[config.mk]
export PLATFORM = sky130hd
export DESIGN_NAME = prog_loader_flat
export DESIGN_NICKNAME = d
export VERILOG_FILES = /design/src/rtl/prog_loader_if.sv /design/src/rtl/prog_loader.sv /design/src/flat_wrapper.sv
export SDC_FILE = /design/constraint.sdc
export NUM_CORES = 1
export LEC_CHECK = 0
export CAP_MARGIN = 20
export CORE_ASPECT_RATIO = 0.7
export CORE_UTILIZATION = 50
export CTS_CLUSTER_SIZE = 12
export DETAILED_ROUTE_END_ITERATION = 8
export GPL_TIMING_DRIVEN = 0
export PLACE_DENSITY = 0.78
export SYNTH_ARGS = -nofsm -noshare
export SYNTH_HDL_FRONTEND = slang
export SYNTH_SLANG_ARGS = --single-unit
export TNS_END_PERCENT = 30
[constraint.sdc]
create_clock -name clk -period 4 [get_ports clk]
set_input_delay 0.8 -clock clk [delete_from_list [all_inputs] [get_ports clk]]
set_output_delay 0.8 -clock clk [all_outputs]
set_load 0.02 [all_outputs]
[src/rtl/prog_loader_if.sv]
// Byte-stream and instruction-memory write bundle for prog_loader.
// slave is the loader side; master is the byte source / memory side.
interface prog_loader_if #(
  parameter int ADDR_W = 8,
  parameter int DATA_W = 16
);
  logic              in_valid;
  logic [7:0]        in_data;
  logic              in_ready;
  logic              mem_we;
  logic [ADDR_W-1:0] mem_addr;
  logic [DATA_W-1:0] mem_wdata;

  modport master (
    output in_valid, in_data,
    input  in_ready, mem_we, mem_addr, mem_wdata
  );

  modport slave (
    input  in_valid, in_data,
    output in_ready, mem_we, mem_addr, mem_wdata
  );
endinterface

[src/rtl/prog_loader.sv]
// Loads a count-prefixed byte stream into instruction memory as 16-bit words, holding the CPU in reset.
// Define PROG_LOADER_CSUM_EN to expect and verify a trailing 8-bit checksum byte.
module prog_loader #(
  parameter int ADDR_W = 8,
  parameter int DATA_W = 16
) (
  input  logic         clk,
  input  logic         reset,
  input  logic         start_i,
  prog_loader_if.slave bus,
  output logic         cpu_reset_o,
  output logic         busy_o,
  output logic         done_o,
  output logic         err_o
);

  // One extra counter bit so a 256-word load can be counted without wrapping.
  localparam int CNT_W = ADDR_W + 1;

  typedef enum logic [2:0] {
    IDLE,
    COUNT,
    HI,
    LO,
    WRITE,
`ifdef PROG_LOADER_CSUM_EN
    CSUM,
`endif
    FIN
  } state_e;

  state_e            state_q, state_d;
  logic [CNT_W-1:0]  cnt_q, cnt_d;
  logic [CNT_W-1:0]  count_q, count_d;
  logic [ADDR_W-1:0] addr_q, addr_d;
  logic [DATA_W-1:0] wdata_q, wdata_d;
  logic              cpu_reset_q, cpu_reset_d;
  logic              xfer;
`ifdef PROG_LOADER_CSUM_EN
  logic [7:0]        csum_q, csum_d;
  logic              err_q, err_d;
`endif

  assign xfer = bus.in_valid && bus.in_ready;

  always_ff @(posedge clk) begin
    if (reset) begin
      state_q     <= IDLE;
      cnt_q       <= '0;
      count_q     <= '0;
      addr_q      <= '0;
      wdata_q     <= '0;
      cpu_reset_q <= 1'b1;
`ifdef PROG_LOADER_CSUM_EN
      csum_q      <= '0;
      err_q       <= 1'b0;
`endif
    end else begin
      state_q     <= state_d;
      cnt_q       <= cnt_d;
      count_q     <= count_d;
      addr_q      <= addr_d;
      wdata_q     <= wdata_d;
      cpu_reset_q <= cpu_reset_d;
`ifdef PROG_LOADER_CSUM_EN
      csum_q      <= csum_d;
      err_q       <= err_d;
`endif
    end
  end

  always_comb begin
    state_d      = state_q;
    cnt_d        = cnt_q;
    count_d      = count_q;
    addr_d       = addr_q;
    wdata_d      = wdata_q;
    cpu_reset_d  = cpu_reset_q;
    bus.in_ready = 1'b0;
    bus.mem_we   = 1'b0;
`ifdef PROG_LOADER_CSUM_EN
    csum_d       = csum_q;
    err_d        = err_q;
`endif

    case (state_q)
      IDLE: begin
        if (start_i) begin
          state_d     = COUNT;
          cnt_d       = '0;
          cpu_reset_d = 1'b1;
`ifdef PROG_LOADER_CSUM_EN
          csum_d      = '0;
          err_d       = 1'b0;
`endif
        end
      end
      COUNT: begin
        bus.in_ready = 1'b1;
        if (xfer) begin
          // A count byte of zero stands for the full 256 words.
          count_d = (bus.in_data == 8'd0) ? CNT_W'(256) : CNT_W'(bus.in_data);
          state_d = HI;
        end
      end
      HI: begin
        bus.in_ready = 1'b1;
        if (xfer) begin
          wdata_d[15:8] = bus.in_data;
`ifdef PROG_LOADER_CSUM_EN
          csum_d        = csum_q + bus.in_data;
`endif
          state_d       = LO;
        end
      end
      LO: begin
        bus.in_ready = 1'b1;
        if (xfer) begin
          wdata_d[7:0] = bus.in_data;
          addr_d       = cnt_q[ADDR_W-1:0];
`ifdef PROG_LOADER_CSUM_EN
          csum_d       = csum_q + bus.in_data;
`endif
          state_d      = WRITE;
        end
      end
      WRITE: begin
        bus.mem_we = 1'b1;
        cnt_d      = cnt_q + CNT_W'(1);
        if ((cnt_q + CNT_W'(1)) == count_q) begin
`ifdef PROG_LOADER_CSUM_EN
          state_d     = CSUM;
`else
          state_d     = FIN;
          cpu_reset_d = 1'b0;
`endif
        end else begin
          state_d = HI;
        end
      end
`ifdef PROG_LOADER_CSUM_EN
      CSUM: begin
        bus.in_ready = 1'b1;
        if (xfer) begin
          if (bus.in_data == csum_q) begin
            state_d     = FIN;
            cpu_reset_d = 1'b0;
          end else begin
            state_d = IDLE;
            err_d   = 1'b1;
          end
        end
      end
`endif
      FIN: begin
        state_d = IDLE;
      end
      default: begin
        state_d = IDLE;
      end
    endcase
  end

  assign bus.mem_addr  = addr_q;
  assign bus.mem_wdata = wdata_q;
  assign cpu_reset_o   = cpu_reset_q;
  assign busy_o        = (state_q != IDLE) && (state_q != FIN);
  assign done_o        = (state_q == FIN);
`ifdef PROG_LOADER_CSUM_EN
  assign err_o         = err_q;
`else
  assign err_o         = 1'b0;
`endif

endmodule

[src/flat_wrapper.sv]
// flat-port wrapper written by rule: the top's interface ports become plain ports
module prog_loader_flat 
#(
  parameter int ADDR_W = 8,
  parameter int DATA_W = 16
)
  (clk, reset, start_i, cpu_reset_o, busy_o, done_o, err_o, bus_in_valid, bus_in_data, bus_in_ready, bus_mem_we, bus_mem_addr, bus_mem_wdata);
  prog_loader_if #(.ADDR_W(ADDR_W), .DATA_W(DATA_W)) bus_i ();
  input  logic clk;
  input  logic reset;
  input  logic start_i;
  output logic cpu_reset_o;
  output logic busy_o;
  output logic done_o;
  output logic err_o;
  input wire logic [$bits(bus_i.in_valid)-1:0] bus_in_valid;
  input wire logic [$bits(bus_i.in_data)-1:0] bus_in_data;
  output wire logic [$bits(bus_i.in_ready)-1:0] bus_in_ready;
  output wire logic [$bits(bus_i.mem_we)-1:0] bus_mem_we;
  output wire logic [$bits(bus_i.mem_addr)-1:0] bus_mem_addr;
  output wire logic [$bits(bus_i.mem_wdata)-1:0] bus_mem_wdata;
  assign bus_i.in_valid = bus_in_valid;
  assign bus_i.in_data = bus_in_data;
  assign bus_in_ready = bus_i.in_ready;
  assign bus_mem_we = bus_i.mem_we;
  assign bus_mem_addr = bus_i.mem_addr;
  assign bus_mem_wdata = bus_i.mem_wdata;
  prog_loader #(.ADDR_W(ADDR_W), .DATA_W(DATA_W)) u_core (.clk(clk), .reset(reset), .start_i(start_i), .bus(bus_i), .cpu_reset_o(cpu_reset_o), .busy_o(busy_o), .done_o(done_o), .err_o(err_o));
endmodule
==> results of run 1 <==
layer usage:
layer / wire length [um] / GRT usage / vias up / share of wire
met5: 0 / 0 / - / 0
met4: 71 / 0.0587 / 0 / 0.013
met3: 442 / 0.0780 / 11 / 0.082
met2: 2280 / 0.368 / 98 / 0.42
met1: 2630 / 0.383 / 980 / 0.48
li1: - / - / 1033 / -
cell families after synthesis:
| kind of cell | share of synthesized area |
|---|---|
| compound gates | 0.184 |
| xor+xnor | 0.0559 |
| fa+ha+maj | 0.00588 |
| buf+inv | 0.0606 |
| flops | 0.433 |
| mux | 0.00471 |
| other cells | 0.00176 |
| simple gates | 0.254 |
path summary, 6_finish.rpt:
| path | start | end | slack (ns) |
|---|---|---|---|
| hold reg to reg | u_core.bus.mem_wdata[13]$_SDFFE_PP0P_ | u_core.bus.mem_wdata[13]$_SDFFE_PP0P_ | 0.46 |
| setup / recovery | u_core.state_q[0]$_SDFFE_PP0P_ | bus_mem_we | 1.02 |
| setup reg to reg | u_core.cnt_q[1]$_SDFFE_PP0P_ | u_core.cpu_reset_o$_SDFFE_PP1P_ | 1.57 |
| hold / removal | u_core.bus.mem_wdata[13]$_SDFFE_PP0P_ | u_core.bus.mem_wdata[13]$_SDFFE_PP0P_ | 0.46 |
cell type report:
cell class	instances	area (um^2)
fillers	368	1330
well taps	52	65.1
flip-flops and latches	46	921
repair buffers	39	390
clock buffers	5	68.8
clock inverters	2	10.0
multi-input cells	205	1080
plain buffers	21	103
inverters	7	26.3
sequential cells by signal (all words and copies together), names as in the netlist:
register,cells
u_core.cnt_q,9
u_core.bus.mem_wdata,16
u_core.bus.mem_addr,8
u_core.state_q,3
u_core.cpu_reset_o,1
u_core.count_q,9
power by group through the flow:
stage	clock network, W	logic [W]	registers [W]
4_1_cts	0.000275	0.000106	0.000474
2_1_floorplan	0	0.0000579	0.000488
6_report	0.000275	0.000107	0.000474
5_1_grt	0.000298	0.000116	0.000475
3_5_place_dp	0	0.000105	0.000485
3_3_place_gp	0	0.000104	0.000485
metrics by stage:
step           cell area (um^2)  total power, W
6_report                   2660        0.000856
5_1_grt                    2660        0.000890
4_1_cts                    2660        0.000855
3_5_place_dp               2580        0.000590
3_3_place_gp               2580        0.000588
2_1_floorplan              2130        0.000546
Yosys cell counts (2+ instances only):
| cell | count | share of area |
|---|---|---|
| buf_4 | 3 | 0.011 |
| nor4_1 | 3 | 0.0088 |
| and4_1 | 3 | 0.012 |
| o21ai_0 | 10 | 0.024 |
| and3_1 | 4 | 0.012 |
| clkbuf_1 | 13 | 0.023 |
| and2_1 | 2 | 0.0059 |
| nor2_1 | 13 | 0.023 |
| inv_1 | 7 | 0.012 |
| nand3_1 | 5 | 0.012 |
| a22oi_1 | 2 | 0.0071 |
| dfxtp_1 | 46 | 0.43 |
| a21oi_1 | 45 | 0.11 |
| xnor2_1 | 8 | 0.033 |
| nand4_1 | 3 | 0.0088 |
| nand3b_1 | 2 | 0.0071 |
| nand2_1 | 76 | 0.13 |
| xor2_1 | 3 | 0.012 |
| nor3_1 | 4 | 0.0094 |
| buf_2 | 4 | 0.0094 |
| a211oi_1 | 2 | 0.0071 |
tightest hold or removal path, stage by stage, from the launching register on:
cell and delay, ns:
dfxtp_1 0.32, nand2_1 0.05, a21oi_1 0.05
==> results.json, run 1 <==
{
  "status": "finished, final reports clean",
  "crit_fanout": 10,
  "cp_num_buf_inv": 3,
  "netlist-cell-type-count": 42,
  "rsz0062_at_grt": "false",
  "cts.clk_slew.worst_paths_ns": 0.08,
  "synth_ff_type": "dfxtp_1",
  "period_needed_ns": 2.98,
  "max_cap_viol_count": 0,
  "initial_core_util": 0.533,
  "cp.required_ns": 3.20,
  "grt_first_pass_wirelength_mm": 8.95,
  "p_int_w": 0.000629,
  "place.gp.congestion": 0.891,
  "cts_buffers": 5,
  "ctsHoldBuffers": 0,
  "pwr-share-comb": 0.125,
  "ys_seq_elements": 46,
  "dr.pass1.iters": 5,
  "routedWlPerCell_um": 14.4,
  "vias": 2122,
  "ios": 42,
  "hp-class": "reg2reg",
  "tns_ns": 0,
  "post-cts-setup-buffers": 0,
  "arrival_ns": 2.18,
  "netlist_area_um2": 2130,
  "synth-edff-count": 0,
  "cellPowerDensity_nw_per_um2": 322,
  "antenna_found_initial": 0,
  "path_class": "reg2out",
  "relSlewSlack": 0.386,
  "drive_above_1_share": 0.0523,
  "switching_share": 0.266,
  "grt_max_degree": 14,
  "ctsRootBufferMaster": "clkbuf_8",
  "ys_seq_area_frac": 0.433,
  "cp.depth": 5,
  "holdWs_ns": 0.456,
  "max_freq_ghz": 0.336,
  "antenna_cells": 0,
  "worstPathCellList": "clkbuf_1 > nor2_1 > nand2_1 > inv_1 > clkdlybuf4s50_1",
  "maxSlewViolCount": 0,
  "clock_latency_ns": 0.30,
  "layout_common_cells": "nand2_1 (76), dfxtp_1 (46), a21oi_1 (45)",
  "synthToLayoutAreaGrowth_pct": 25.1,
  "crit_family": "buffers and inverters",
  "drtIter0Drc": 195,
  "drt_wl_total_mm": 5.42,
  "dp_hpwl_mm": 3.98,
  "htreeDepth": 2,
  "grt_pass1_vias": 1861,
  "final_core_utilization": 0.666,
  "die_w_um": 80.0,
  "fin_ws_ns": 1.02,
  "antenna_left": 0,
  "die_area_um2": 4520,
  "post-place-cells": 370,
  "period_share": 0.745,
  "cts_tree": "yes",
  "yosysWarnings": 0,
  "skew_ns": 0.00429,
  "cp_slowest_cell": "clkdlybuf4s50_1",
  "pwr-share-clk": 0.321,
  "hold_viol_final": 0,
  "preCtsSetupSlack_ns": 1.25,
  "setup_violations": 0,
  "synth.avg_cell_area_um2": 7.62,
  "p_seq_frac": 0.554,
  "die_h_um": 56.6,
  "async_flop_share": 0,
  "grt-ovfl-total": 0,
  "cts_resized": 0,
  "holdPathStages": 2,
  "syn_inst": 279,
  "via_per_inst": 5.63,
  "nNetsFinal": 338,
  "slowest_delay_ns": 0.65,
  "cts_buffer_depth": 2,
  "drc": 0,
  "startpoint_type": "flip-flop",
  "coreArea_um2": 3990,
  "leakage_nw": 0.907,
  "synth_fp_nets": 292,
  "rr_worst_depth": 8,
  "final_cells": 377,
  "port_buffers": 39,
  "grtUsageTotal": 0.259,
  "cts_num_sinks": 46,
  "std_cell_rows": 19,
  "power.switching_w": 0.000227,
  "max-vdd-ir-drop_uv": 230,
  "end_kind": "output port",
  "tightest_slew_ns": 0.914,
  "layout_commonest_cell": "nand2_1"
}
Note: power is estimated with default switching activity, not from simulation.
==> run 2, diff against run 1 <==
--- a/config.mk
+++ b/config.mk
@@ -7,11 +7,11 @@
 export LEC_CHECK = 0
 export CAP_MARGIN = 20
 export CORE_ASPECT_RATIO = 0.7
-export CORE_UTILIZATION = 50
+export CORE_UTILIZATION = 46
 export CTS_CLUSTER_SIZE = 12
 export DETAILED_ROUTE_END_ITERATION = 8
 export GPL_TIMING_DRIVEN = 0
-export PLACE_DENSITY = 0.78
+export PLACE_DENSITY = 0.75
 export SYNTH_ARGS = -nofsm -noshare
 export SYNTH_HDL_FRONTEND = slang
 export SYNTH_SLANG_ARGS = --single-unit
==> constraint.sdc (replaced) <==
create_clock -name clk -period 2.6 [get_ports clk]
set_input_delay 0.52 -clock clk [delete_from_list [all_inputs] [get_ports clk]]
set_output_delay 0.52 -clock clk [all_outputs]
set_load 0.02 [all_outputs]
==> results.json, run 2 (synthesis gave the netlist of run 1 again) <==
{
  "status": "finished, final reports clean",
  "nNetsFinal": 338,
  "crit_fanout": 10,
  "switching_share": 0.247,
  "vias": 2061,
  "die_h_um": 58.9,
  "routedWlPerCell_um": 14.1,
  "layout_common_cells": "nand2_1 (76), dfxtp_1 (46), a21oi_1 (45)",
  "ctsHoldBuffers": 0,
  "antenna_cells": 0,
  "htreeDepth": 2,
  "tns_ns": 0,
  "grtUsageTotal": 0.227,
  "arrival_ns": 1.84,
  "rsz0062_at_grt": "false",
  "max_cap_viol_count": 0,
  "max_freq_ghz": 0.424,
  "die_w_um": 83.3,
  "power.switching_w": 0.000353,
  "min_from": "u_core.bus.mem_wdata[13]$_SDFFE_PP0P_",
  "drtIter0Drc": 219,
  "drive_above_1_share": 0.0552,
  "pwr-share-comb": 0.116,
  "hp-class": "reg2reg",
  "end_kind": "output port",
  "synthToLayoutAreaGrowth_pct": 27.0,
  "max-vdd-ir-drop_uv": 295,
  "cts.clk_slew.worst_paths_ns": 0.09,
  "die_area_um2": 4900,
  "via_per_inst": 5.41,
  "cts_num_sinks": 46,
  "port_buffers": 39,
  "ios": 42,
  "cellPowerDensity_nw_per_um2": 528,
  "relSlewSlack": 0.334,
  "initial_core_util": 0.486,
  "grt_max_degree": 15,
  "skew_ns": 0.00672,
  "leakage_nw": 0.933,
  "grt_first_pass_wirelength_mm": 8.64,
  "cts_buffer_depth": 2,
  "cts_buffers": 5,
  "tightest_slew_ns": 0.992,
  "rr_worst_depth": 8,
  "drc": 0,
  "antenna_left": 0,
  "coreArea_um2": 4380,
  "path_class": "reg2out",
  "rr_startpoint": "u_core.cnt_q[1]$_SDFFE_PP0P_",
  "period_share": 0.907,
  "ctsRootBufferMaster": "clkbuf_8",
  "hold_end": "u_core.bus.mem_wdata[13]$_SDFFE_PP0P_",
  "maxSlewViolCount": 0,
  "startpoint_type": "flip-flop",
  "p_seq_frac": 0.512,
  "layout_commonest_cell": "nand2_1",
  "largest_reg_flops": 16,
  "rr_endpoint": "u_core.cpu_reset_o$_SDFFE_PP1P_",
  "drt_wl_total_mm": 5.39,
  "clock_latency_ns": 0.30,
  "antenna_found_initial": 0,
  "period_needed_ns": 2.36,
  "grt-ovfl-total": 0,
  "place.gp.congestion": 0.915,
  "dp_hpwl_mm": 3.84,
  "grt_pass1_vias": 1774,
  "std_cell_rows": 20,
  "hold_viol_final": 0,
  "setup_violations": 0,
  "pwr-share-clk": 0.372,
  "p_int_w": 0.00107,
  "regToRegSetupSlack_ns": 0.27,
  "cp.required_ns": 2.08,
  "holdPathStages": 2,
  "fin_total_pwr_w": 0.00143,
  "dr.pass1.iters": 4,
  "cts_tree": "yes"
}
run 2: changes by cell type in the layout (fill, tap and decap cells not counted), sizes merged:
cell,delta
bufinv,+1
dlymetal6s2s,+1
clkinv,-2
clkbuf,+1
clkdlybuf4s50,-1
clkinvlp,+1
run 2: metrics by stage:
step / setup WS [ns] / hold slack [ns] / instance area (um^2) / utilization / std cells
after global placement: 0.239 / 0.442 / 2590 / 0.591 / 373
after detailed placement: 0.197 / 0.448 / 2590 / 0.591 / 373
after CTS: 0.0359 / 0.461 / 2700 / 0.616 / 381
after global routing: 0.156 / 0.479 / 2700 / 0.617 / 381
final: 0.241 / 0.457 / 2700 / 0.617 / 381
after floorplan: 0.601 / 0.445 / 2130 / - / 279
run 2: worst max-delay path by stage:
stage	to	startpoint
floorplan	u_core.cpu_reset_o$_SDFFE_PP1P_	u_core.cnt_q[1]$_SDFFE_PP0P_
global placement	u_core.bus.mem_addr[2]$_SDFFE_PP0P_	bus_in_valid
detailed placement	u_core.bus.mem_addr[3]$_SDFFE_PP0P_	bus_in_valid
CTS	bus_mem_we	u_core.state_q[0]$_SDFFE_PP0P_
global route	bus_in_ready	u_core.state_q[0]$_SDFFE_PP0P_
finish	bus_in_ready	u_core.state_q[0]$_SDFFE_PP0P_
run 2: what timing repair did:
action,4_1_cts,5_1_grt
setup buffers,0,0
resized for setup,1,1
setup endpoints to repair,1,1
run 2: layer usage:
metal | vias to the layer above | global-route usage | wire (um) | part of all wire
met3 | 7 | 0.0463 | 316 | 0.059
met5 | - | 0 | 0 | 0
met4 | 0 | 0.0567 | 53 | 0.0098
li1 | 1044 | - | - | -
met2 | 68 | 0.334 | 2250 | 0.42
met1 | 942 | 0.339 | 2760 | 0.51
run 2: layout make-up:
cell class / count / area (um^2)
Multi-Input combinational cell: 205 / 1080
Timing Repair Buffer: 39 / 393
Clock inverter: 2 / 37.5
Buffer: 21 / 103
Inverter: 7 / 26.3
Clock buffer: 6 / 72.6
Tap cell: 55 / 68.8
Sequential cell: 46 / 921
Fill cell: 391 / 1680
run 2: worst max-delay path: stages, from the launching register on:
cell and delay, ns:
dfxtp_1 0.33, clkbuf_1 0.35, nor2_2 0.12, nor2_1 0.13, clkdlybuf4s50_1 0.62
run 2: power by group through the flow:
stage / Clock (W) / Combinational, W / Sequential (W)
floorplan: 0 / 0.0000890 / 0.000750
global placement: 0 / 0.000160 / 0.000746
detailed placement: 0 / 0.000162 / 0.000746
CTS: 0.000538 / 0.000164 / 0.000730
global route: 0.000569 / 0.000180 / 0.000732
finish: 0.000531 / 0.000165 / 0.000730
